==> src/rtl/imem_load_ctrl_if.sv <==
// Program-load bus between a host/byte source, the load controller and the
// instruction memory / CPU fetch path.
//   master : host side (drives load requests, bytes, fetch address)
//   slave  : imem_load_ctrl (drives byte_ready, memory ports, stall, status)
interface imem_load_ctrl_if #(
  parameter int unsigned AW = 8
);
  logic          load_start;
  logic [AW-1:0] load_len;
  logic          load_abort;
  logic          byte_valid;
  logic [7:0]    byte_data;
  logic          byte_ready;
  logic [AW-1:0] fetch_addr;
  logic [AW-1:0] mem_raddr;
  logic          mem_we;
  logic [AW-1:0] mem_waddr;
  logic [31:0]   mem_wdata;
  logic          cpu_stall;
  logic          load_done;
  logic          load_err;

  modport master (
    output load_start, load_len, load_abort, byte_valid, byte_data, fetch_addr,
    input  byte_ready, mem_raddr, mem_we, mem_waddr, mem_wdata, cpu_stall,
           load_done, load_err
  );

  modport slave (
    input  load_start, load_len, load_abort, byte_valid, byte_data, fetch_addr,
    output byte_ready, mem_raddr, mem_we, mem_waddr, mem_wdata, cpu_stall,
           load_done, load_err
  );
endinterface

==> src/rtl/imem_load_ctrl.sv <==
// Instruction-memory program loader. Collects a byte stream (little-endian
// within each 32-bit word), writes one word per WRITE cycle and stalls the CPU
// while it owns the memory.
//   clk, rst_n : system clock, asynchronous active-low reset
//   bus        : imem_load_ctrl_if.slave (load control, byte stream, memory
//                write/read address, cpu_stall, load_done, load_err)
module imem_load_ctrl #(
  parameter int unsigned DEPTH = 64,
  parameter int unsigned AW    = 8
) (
  input  logic             clk,
  input  logic             rst_n,
  imem_load_ctrl_if.slave  bus
);

  typedef enum logic [1:0] {
    S_IDLE  = 2'd0,
    S_RECV  = 2'd1,
    S_WRITE = 2'd2,
    S_DONE  = 2'd3
  } state_t;

  localparam logic [AW:0] DEPTH_EXT = (AW+1)'(DEPTH);

  state_t        state_q, state_d;
  logic [AW-1:0] word_cnt_q, word_cnt_d;
  logic [AW-1:0] len_q, len_d;
  logic [1:0]    byte_cnt_q, byte_cnt_d;
  logic [31:0]   word_q, word_d;
  logic          err_q, err_d;
  // Zero-length load completes from IDLE without stalling the CPU
  logic          zdone_q, zdone_d;

  logic len_zero;
  logic len_over;

  assign len_zero = (bus.load_len == '0);
  assign len_over = ({1'b0, bus.load_len} > DEPTH_EXT);

  // State and datapath registers
  always_ff @(posedge clk or negedge rst_n) begin
    if (!rst_n) begin
      state_q    <= S_IDLE;
      word_cnt_q <= '0;
      len_q      <= '0;
      byte_cnt_q <= '0;
      word_q     <= '0;
      err_q      <= 1'b0;
      zdone_q    <= 1'b0;
    end else begin
      state_q    <= state_d;
      word_cnt_q <= word_cnt_d;
      len_q      <= len_d;
      byte_cnt_q <= byte_cnt_d;
      word_q     <= word_d;
      err_q      <= err_d;
      zdone_q    <= zdone_d;
    end
  end

  // Next-state, datapath update and output decode
  always_comb begin
    state_d        = state_q;
    word_cnt_d     = word_cnt_q;
    len_d          = len_q;
    byte_cnt_d     = byte_cnt_q;
    word_d         = word_q;
    err_d          = err_q;
    zdone_d        = 1'b0;
    bus.byte_ready = 1'b0;
    bus.mem_we     = 1'b0;
    bus.load_done  = 1'b0;
    bus.cpu_stall  = 1'b1;

    case (state_q)
      S_IDLE: begin
        bus.cpu_stall = 1'b0;
        bus.load_done = zdone_q;
        if (bus.load_start) begin
          if (len_zero) begin
            zdone_d = 1'b1;
          end else if (len_over) begin
            err_d = 1'b1;
          end else begin
            state_d    = S_RECV;
            word_cnt_d = '0;
            byte_cnt_d = '0;
            err_d      = 1'b0;
            len_d      = bus.load_len;
          end
        end
      end

      S_RECV: begin
        bus.byte_ready = 1'b1;
        if (bus.load_abort) begin
          // Abort beats a same-cycle handshake; the partial word is dropped
          state_d    = S_IDLE;
          err_d      = 1'b1;
          byte_cnt_d = '0;
          word_d     = '0;
        end else if (bus.byte_valid) begin
          word_d[{byte_cnt_q, 3'b000} +: 8] = bus.byte_data;
          byte_cnt_d = byte_cnt_q + 2'd1;
          if (byte_cnt_q == 2'd3) begin
            state_d = S_WRITE;
          end
        end
      end

      S_WRITE: begin
        if (bus.load_abort) begin
          state_d    = S_IDLE;
          err_d      = 1'b1;
          byte_cnt_d = '0;
          word_d     = '0;
        end else begin
          bus.mem_we = 1'b1;
          if (word_cnt_q == len_q - AW'(1)) begin
            state_d = S_DONE;
          end else begin
            word_cnt_d = word_cnt_q + AW'(1);
            state_d    = S_RECV;
          end
        end
      end

      S_DONE: begin
        bus.load_done = 1'b1;
        state_d       = S_IDLE;
      end

      default: begin
        state_d = S_IDLE;
      end
    endcase
  end

  // Memory read port follows the CPU only while the loader is idle
  assign bus.mem_raddr = (state_q == S_IDLE) ? bus.fetch_addr : word_cnt_q;
  assign bus.mem_waddr = word_cnt_q;
  assign bus.mem_wdata = word_q;
  assign bus.load_err  = err_q;

endmodule

==> src/flat_wrapper.sv <==
// flat-port wrapper written by rule: the top's interface ports become plain ports
module imem_load_ctrl_flat 
#(
  parameter int unsigned DEPTH = 64,
  parameter int unsigned AW    = 8
)
  (clk, rst_n, bus_load_start, bus_load_len, bus_load_abort, bus_byte_valid, bus_byte_data, bus_fetch_addr, bus_byte_ready, bus_mem_raddr, bus_mem_we, bus_mem_waddr, bus_mem_wdata, bus_cpu_stall, bus_load_done, bus_load_err);
  imem_load_ctrl_if #(.AW(AW)) bus_i ();
  input  logic clk;
  input  logic rst_n;
  input wire logic [$bits(bus_i.load_start)-1:0] bus_load_start;
  input wire logic [$bits(bus_i.load_len)-1:0] bus_load_len;
  input wire logic [$bits(bus_i.load_abort)-1:0] bus_load_abort;
  input wire logic [$bits(bus_i.byte_valid)-1:0] bus_byte_valid;
  input wire logic [$bits(bus_i.byte_data)-1:0] bus_byte_data;
  input wire logic [$bits(bus_i.fetch_addr)-1:0] bus_fetch_addr;
  output wire logic [$bits(bus_i.byte_ready)-1:0] bus_byte_ready;
  output wire logic [$bits(bus_i.mem_raddr)-1:0] bus_mem_raddr;
  output wire logic [$bits(bus_i.mem_we)-1:0] bus_mem_we;
  output wire logic [$bits(bus_i.mem_waddr)-1:0] bus_mem_waddr;
  output wire logic [$bits(bus_i.mem_wdata)-1:0] bus_mem_wdata;
  output wire logic [$bits(bus_i.cpu_stall)-1:0] bus_cpu_stall;
  output wire logic [$bits(bus_i.load_done)-1:0] bus_load_done;
  output wire logic [$bits(bus_i.load_err)-1:0] bus_load_err;
  assign bus_i.load_start = bus_load_start;
  assign bus_i.load_len = bus_load_len;
  assign bus_i.load_abort = bus_load_abort;
  assign bus_i.byte_valid = bus_byte_valid;
  assign bus_i.byte_data = bus_byte_data;
  assign bus_i.fetch_addr = bus_fetch_addr;
  assign bus_byte_ready = bus_i.byte_ready;
  assign bus_mem_raddr = bus_i.mem_raddr;
  assign bus_mem_we = bus_i.mem_we;
  assign bus_mem_waddr = bus_i.mem_waddr;
  assign bus_mem_wdata = bus_i.mem_wdata;
  assign bus_cpu_stall = bus_i.cpu_stall;
  assign bus_load_done = bus_i.load_done;
  assign bus_load_err = bus_i.load_err;
  imem_load_ctrl #(.DEPTH(DEPTH), .AW(AW)) u_core (.clk(clk), .rst_n(rst_n), .bus(bus_i));
endmodule
==> config.mk <==
export PLATFORM = sky130hd
export DESIGN_NAME = imem_load_ctrl_flat
export DESIGN_NICKNAME = d
export VERILOG_FILES = /design/src/rtl/imem_load_ctrl_if.sv /design/src/rtl/imem_load_ctrl.sv /design/src/flat_wrapper.sv
export SDC_FILE = /design/constraint.sdc
export NUM_CORES = 1
export LEC_CHECK = 0
export BUFFER_PORTS_ARGS = -buffer_cell sky130_fd_sc_hd__buf_2
export CAP_MARGIN = 0
export CORE_MARGIN = 2
export CORE_UTILIZATION = 40
export DETAILED_ROUTE_END_ITERATION = 10
export PLACE_DENSITY = 0.67
export SLEW_MARGIN = 20
export SYNTH_ARGS = -nofsm -noshare
export SYNTH_HDL_FRONTEND = slang
export SYNTH_SLANG_ARGS = --single-unit
==> constraint.sdc <==
create_clock -name clk -period 2.3 [get_ports clk]
set_input_delay 0.46 -clock clk [delete_from_list [all_inputs] [get_ports clk]]
set_output_delay 0.46 -clock clk [all_outputs]
set_load 0.01 [all_outputs]
==> results of run 1 <==
[worst max-delay path by stage]
| stage | cells after the start | startpoint | to | slack, ns |
|---|---|---|---|---|
| after floorplan | 8 | u_core.len_q[0]$_DFFE_PN0P_ | u_core.bus.mem_waddr[4]$_DFFE_PN0P_ | -0.002 |
| after global routing | 8 | u_core.len_q[0]$_DFFE_PN0P_ | u_core.bus.mem_waddr[4]$_DFFE_PN0P_ | -0.20 |
| final | 8 | u_core.len_q[1]$_DFFE_PN0P_ | u_core.bus.mem_waddr[4]$_DFFE_PN0P_ | -0.13 |
| after detailed placement | 7 | bus_load_len[2] | u_core.bus.mem_waddr[4]$_DFFE_PN0P_ | -0.13 |
| after CTS | 8 | u_core.len_q[1]$_DFFE_PN0P_ | u_core.bus.mem_waddr[4]$_DFFE_PN0P_ | -0.07 |
| after global placement | 7 | bus_load_len[1] | u_core.bus.mem_waddr[4]$_DFFE_PN0P_ | -0.08 |
[synth_stat cells (4+ instances only)]
library cell	count
xor2_1	4
inv_1	13
nor2b_1	7
a21o_1	6
o21ai_0	18
nor2_1	13
nand2b_1	4
nor3_1	4
ha_1	10
clkbuf_1	8
a21oi_1	15
mux2_2	11
a22o_1	24
nand4_1	6
nand2_1	31
dfrtp_1	54
[worst register-to-register path, cell delays in order, from the launching register on]
cell and delay (ns):
dfrtp_1 0.41, inv_2 0.09, ha_4 0.14, nor3b_4 0.18
or4b_4 0.50, o211ai_4 0.10, a211oi_2 0.07, or4b_1 0.53
mux2_4 0.31
[layer usage]
layer	global-route usage	wire [um]	vias to the layer above	part of all wire
met1	0.267	3440	1218	0.45
met3	0.0476	455	6	0.060
met5	0	0	-	0
li1	-	-	1223	-
met4	0.0331	32	0	0.0042
met2	0.322	3630	81	0.48
[stage by stage]
stage | instances | hold slack, ns | setup slack [ns] | setup TNS (ns) | instance area [sq um]
finish | 484 | 0.147 | -0.126 | -0.126 | 3760
global route | 484 | 0.176 | -0.200 | -0.419 | 3760
CTS | 482 | 0.158 | -0.0750 | -0.0750 | 3680
detailed placement | 473 | 0.471 | -0.135 | -0.135 | 3570
global placement | 473 | 0.463 | -0.0840 | -0.0840 | 3570
floorplan | 278 | 0.164 | -0.00155 | -0.00155 | 2860
[final cells by class]
type	instances	area, sq um
multi-input cells	201	1490
fillers	642	3070
clock inverters	3	26.3
well taps	96	120
inverters	13	48.8
flip-flops and latches	54	1350
clock buffers	5	68.8
repair buffers	112	654
[power by group]
group	internal (mW)	leakage, nW	total, mW	switching [mW]
registers	1.13	0.730	1.35	0.219
logic	0.903	1.12	1.97	1.07
clock network	0.225	0.0491	0.573	0.348
[repair_timing]
item | 4_1_cts | 5_1_grt
gates cloned | 0 | 0
gates resized for setup | 2 | 13
hold endpoints to repair | 0 | 0
pin swaps | 0 | 3
buffers inserted | 1 | 2
setup endpoints to repair | 1 | 22
[sequential cells by signal (all words and copies together), names as in the netlist]
register and flops:
u_core.bus.load_err 1, u_core.bus.mem_waddr 8, u_core.bus.mem_wdata 32, u_core.byte_cnt_q 2, u_core.len_q 8, u_core.state_q 2
u_core.zdone_q 1
[cells by family after synthesis]
group,share of synthesized area
xor gates and xnor gates,0.0215
muxes,0.0584
DFF,0.474
AOI/OAI and AO/OA,0.197
and+or+nand+nor,0.175
adders and majority gates,0.0439
buffers and inverters,0.0303
==> impl_metrics.tcl, run 1 <==
set metrics [dict create \
    outcome "finished with violations" \
    fin_skew_ns 0.0120 \
    via_per_inst 5.22 \
    final_cell_mix "buf_2 (81), dfrtp_1 (54), nand2_1 (31), buf_4 (29), a22o_1 (24)" \
    crit_type "register to register" \
    fin_crit_sh 1.05 \
    start_util 0.417 \
    clock.fmax_mhz 412 \
    cp_cell_sequence "inv_2 > ha_4 > nor3b_4 > or4b_4 > o211ai_4 > a211oi_2 > or4b_1 > mux2_4" \
    hold_buffers 0 \
    n_antenna_cell 0 \
    yosysTopAreaCell "dfrtp_1" \
    area_growth_pct 31.8 \
    synth-main-ff-cell "dfrtp_1" \
    core_region_area_sq_mm 0.00683 \
    start_kind "register" \
    drc_errors 0 \
    layout_commonest_cell "buf_2" \
    async_reset_ff_frac 1.00 \
    nets 426 \
    slowest_stage "or4b_1" \
    syn-num-nets 317 \
    io_buffers 81 \
    drt_iter0_drc 120 \
    ys_warn_count 0 \
    ys_seq_area_frac 0.474 \
    violations "negative setup slack" \
    maxCapViolCount 0 \
    rrSetupSlack_ns -0.13 \
    required_ns 2.51 \
    grt.total_usage 0.195 \
    cp.arrival_ns 2.64 \
    crit_family "simple AND/OR/NAND/NOR gates" \
    pin_count 82 \
    total_power_mw 3.89 \
    grt_pass1_wl_um 11800 \
    cts_inserted_buffers 5 \
    hold_viol_final 0 \
    path_clk_slew_ns 0.11 \
    grt_max_degree 30 \
    rsz0062_at_grt "yes" \
    syn_area_per_cell_sq_um 10.3 \
    dieArea_sq_mm 0.00782 \
    worst_pin_slew_ns 0.613 \
    synth_top_area_share 0.474 \
    dr.pass1.iters 4 \
    htreeDepth 2 \
    path_buf_inv 1 \
    max_slew_margin 0.591 \
    synth_edf_count 0 \
    setup_slack_ns -0.126 \
    p_leak_nw 1.90 \
    drive_gt1_frac 0.387 \
    hp-class "input pin to asynchronous set/reset pin" \
    ant_nets 0 \
    cts-root-buf "clkbuf_8" \
    routabilityCongestion 0.890 \
    grt_pass1_vias 2415 \
    ir_drop_mv 0.409 \
    utilization 0.550 \
    power_density_mw_per_mm2 1040 \
    syn_inst 278 \
    clkLatencyLatePin_ns 0.32 \
    wl_per_cell_um 15.6 \
    grt_overflow_total 0 \
    routed_wl_um 7560 \
    die_w_um 88.4 \
    vias 2528 \
    rows 30 \
    end_kind "register" \
    cts.path.max_buffers 2 \
    antenna_found_initial 0 \
    setup_viol_count_final 1 \
    cts_tree "done" \
    drv_slew 0 \
    synth-seq-cells 54 \
    clock-sinks 54 \
    fin_crit_ns 2.43 \
    die_h_um 88.4 \
    synth_cell_types 45 \
    dp_hpwl_um 5480 \
    max_stage_delay_ns 0.53 \
    syn_area_sq_mm 0.00285 \
    crit_fanout 3 \
    synth_area_leaders "dfrtp_1 (47%), a22o_1 (7.4%), ha_1 (4.4%), mux2_2 (4.3%), nand2_1 (4.1%)" \
    reg2reg_from "u_core.len_q[1]$_DFFE_PN0P_" \
    reg2reg_depth 8 \
    reg2reg_to "u_core.bus.mem_waddr[4]$_DFFE_PN0P_" \
]
Note: power is estimated with default switching activity, not from simulation.
==> inputs of run 2 (changes only) <==
--- a/config.mk
+++ b/config.mk
@@ -8,9 +8,9 @@
 export BUFFER_PORTS_ARGS = -buffer_cell sky130_fd_sc_hd__buf_2
 export CAP_MARGIN = 0
 export CORE_MARGIN = 2
-export CORE_UTILIZATION = 40
+export CORE_UTILIZATION = 47
 export DETAILED_ROUTE_END_ITERATION = 10
-export PLACE_DENSITY = 0.67
+export PLACE_DENSITY = 0.76
 export SLEW_MARGIN = 20
 export SYNTH_ARGS = -nofsm -noshare
 export SYNTH_HDL_FRONTEND = slang
==> run 2 against run 1 <==
  * The run still ends with negative setup slack left
  * Worst setup slack gained 0.079 ns
  * Count of clock-buffer cells in the layout grew 1
  * Critical path depth is the same
  * Clock power grew 11%
  * Final cell count shrank 3.9%
  * Sequential share of layout area grew 0.11 points
  * Register-to-register slack gained 0.08 ns
  * Largest cell class unchanged
  * Largest power group unchanged
==> impl_metrics.tcl, run 2 (synthesis gave the netlist of run 1 again) <==
set metrics [dict create \
    die_h_um 81.9 \
    die_w_um 81.9 \
    dpl_cell_area_sq_mm 0.00356 \
    pin_count 82 \
    maxCapViolCount 0 \
    timing.hold.ws_ns 0.130 \
    drt_iter0_drc 124 \
    dr.pass1.iters 4 \
    grt_pass1_wl_um 11700 \
    dp_hpwl_um 5440 \
    start_util 0.484 \
    routed_wl_um 7260 \
    violations "negative setup slack" \
    grt_max_degree 33 \
    cts_tree "done" \
    p_leak_nw 1.91 \
    setup_slack_ns -0.0469 \
    fin_crit_ns 2.35 \
    nets 428 \
    required_ns 2.49 \
    dieArea_sq_mm 0.00671 \
    vias 2547 \
    fillers 499 \
    path_clk_slew_ns 0.10 \
    crit_fanout 3 \
    routabilityCongestion 0.834 \
    via_per_inst 5.48 \
    fin_skew_ns 0.00924 \
    grt.total_usage 0.228 \
    worst_pin_slew_ns 0.597 \
    drv_slew 0 \
    cts_inserted_buffers 5 \
    layout_commonest_cell "buf_2" \
    n_antenna_cell 0 \
    crit_type "register to register" \
    power_density_mw_per_mm2 1050 \
    dp_slack_ns -0.139 \
    max_slew_margin 0.602 \
    final_cell_mix "buf_2 (81), dfrtp_1 (54), nand2_1 (31), buf_4 (31), a22o_1 (24)" \
    antenna_found_initial 0 \
    rsz0062_at_grt "yes" \
    grt_pass1_vias 2487 \
    hold_viol_final 0 \
    cts-root-buf "clkbuf_8" \
    clock.fmax_mhz 426 \
    finalSetupTns_ns -0.0469 \
    fin_crit_sh 1.02 \
    largest_reg_flops 32 \
    clock-sinks 54 \
    wl_per_cell_um 15.6 \
    hp-class "input pin to asynchronous set/reset pin" \
    cp.arrival_ns 2.54 \
    grt_overflow_total 0 \
    cts.path.max_buffers 2 \
    ant_nets 0 \
    rows 28 \
    htreeDepth 2 \
    end_kind "register" \
    drive_gt1_frac 0.379 \
    setup_viol_count_final 1 \
    total_power_mw 3.93 \
    reg2reg_from "u_core.len_q[1]$_DFFE_PN0P_" \
    outcome "finished with violations" \
    finish.instance_area_sq_mm 0.00375 \
    start_kind "register" \
    area_growth_pct 31.4 \
    ir_drop_mv 0.494 \
    io_buffers 81 \
    hold_buffers 0 \
    clkLatencyLatePin_ns 0.30 \
    timing.critical_path.from "u_core.len_q[1]$_DFFE_PN0P_" \
    drc_errors 0 \
    core_region_area_sq_mm 0.00589 \
]
run 2: layer usage:
layer,global-route usage,part of all wire,wire length [um]
met1,0.294,0.45,3270
met3,0.0495,0.058,423
met5,0,0,0
met2,0.388,0.49,3540
met4,0.0583,0.0043,31
run 2: metrics by stage:
stage / cells / utilization
floorplan: 278 / -
global placement: 454 / 0.605
detailed placement: 454 / 0.605
CTS: 465 / 0.629
global route: 465 / 0.636
finish: 465 / 0.636
run 2: area by class of cell:
cell class | instances | area [sq um] | share of cell area
tap | 75 | 93.8 | 0.0251
multi-input combinational | 201 | 1470 | 0.393
sequential | 54 | 1350 | 0.361
clock inverter | 2 | 37.5 | 0.0100
inverter | 13 | 48.8 | 0.0130
clock buffer | 6 | 72.6 | 0.0194
timing repair buffer | 114 | 669 | 0.179
run 2: worst paths after layout:
kind / endpoint / slack [ns] / depth (start not counted)
setup / recovery: u_core.bus.mem_waddr[4]$_DFFE_PN0P_ / -0.05 / 8
hold / removal: u_core.byte_cnt_q[0]$_DFFE_PN0P_ / 0.13 / 1
setup reg to reg: u_core.bus.mem_waddr[4]$_DFFE_PN0P_ / -0.05 / 8
hold reg to reg: u_core.bus.mem_wdata[17]$_DFFE_PN0P_ / 0.49 / 2
max in group asynchronous: u_core.len_q[1]$_DFFE_PN0P_ / 1.60 / 2
min in group clk: u_core.len_q[3]$_DFFE_PN0P_ / 0.40 / 3
run 2: worst max-delay path: stages, from the launching register on:
cell      delay [ns]
dfrtp_1         0.39
inv_1           0.07
ha_2            0.16
nor3b_2         0.18
or4b_4          0.48
o211ai_2        0.10
a211oi_2        0.07
or4b_1          0.48
mux2_1          0.32
run 2: where the power goes:
part / internal, mW / leakage (nW) / switching [mW]
sequential: 1.13 / 0.730 / 0.209
clock: 0.325 / 0.0514 / 0.310
combinational: 0.891 / 1.13 / 1.06
run 2: timing repair:
item                                    CTS  global route
resized for setup                         2             7
buffers inserted                          3             0
pin swaps                                 0             1
hold endpoints to repair                  0             0
endpoints found under the setup margin    1            17
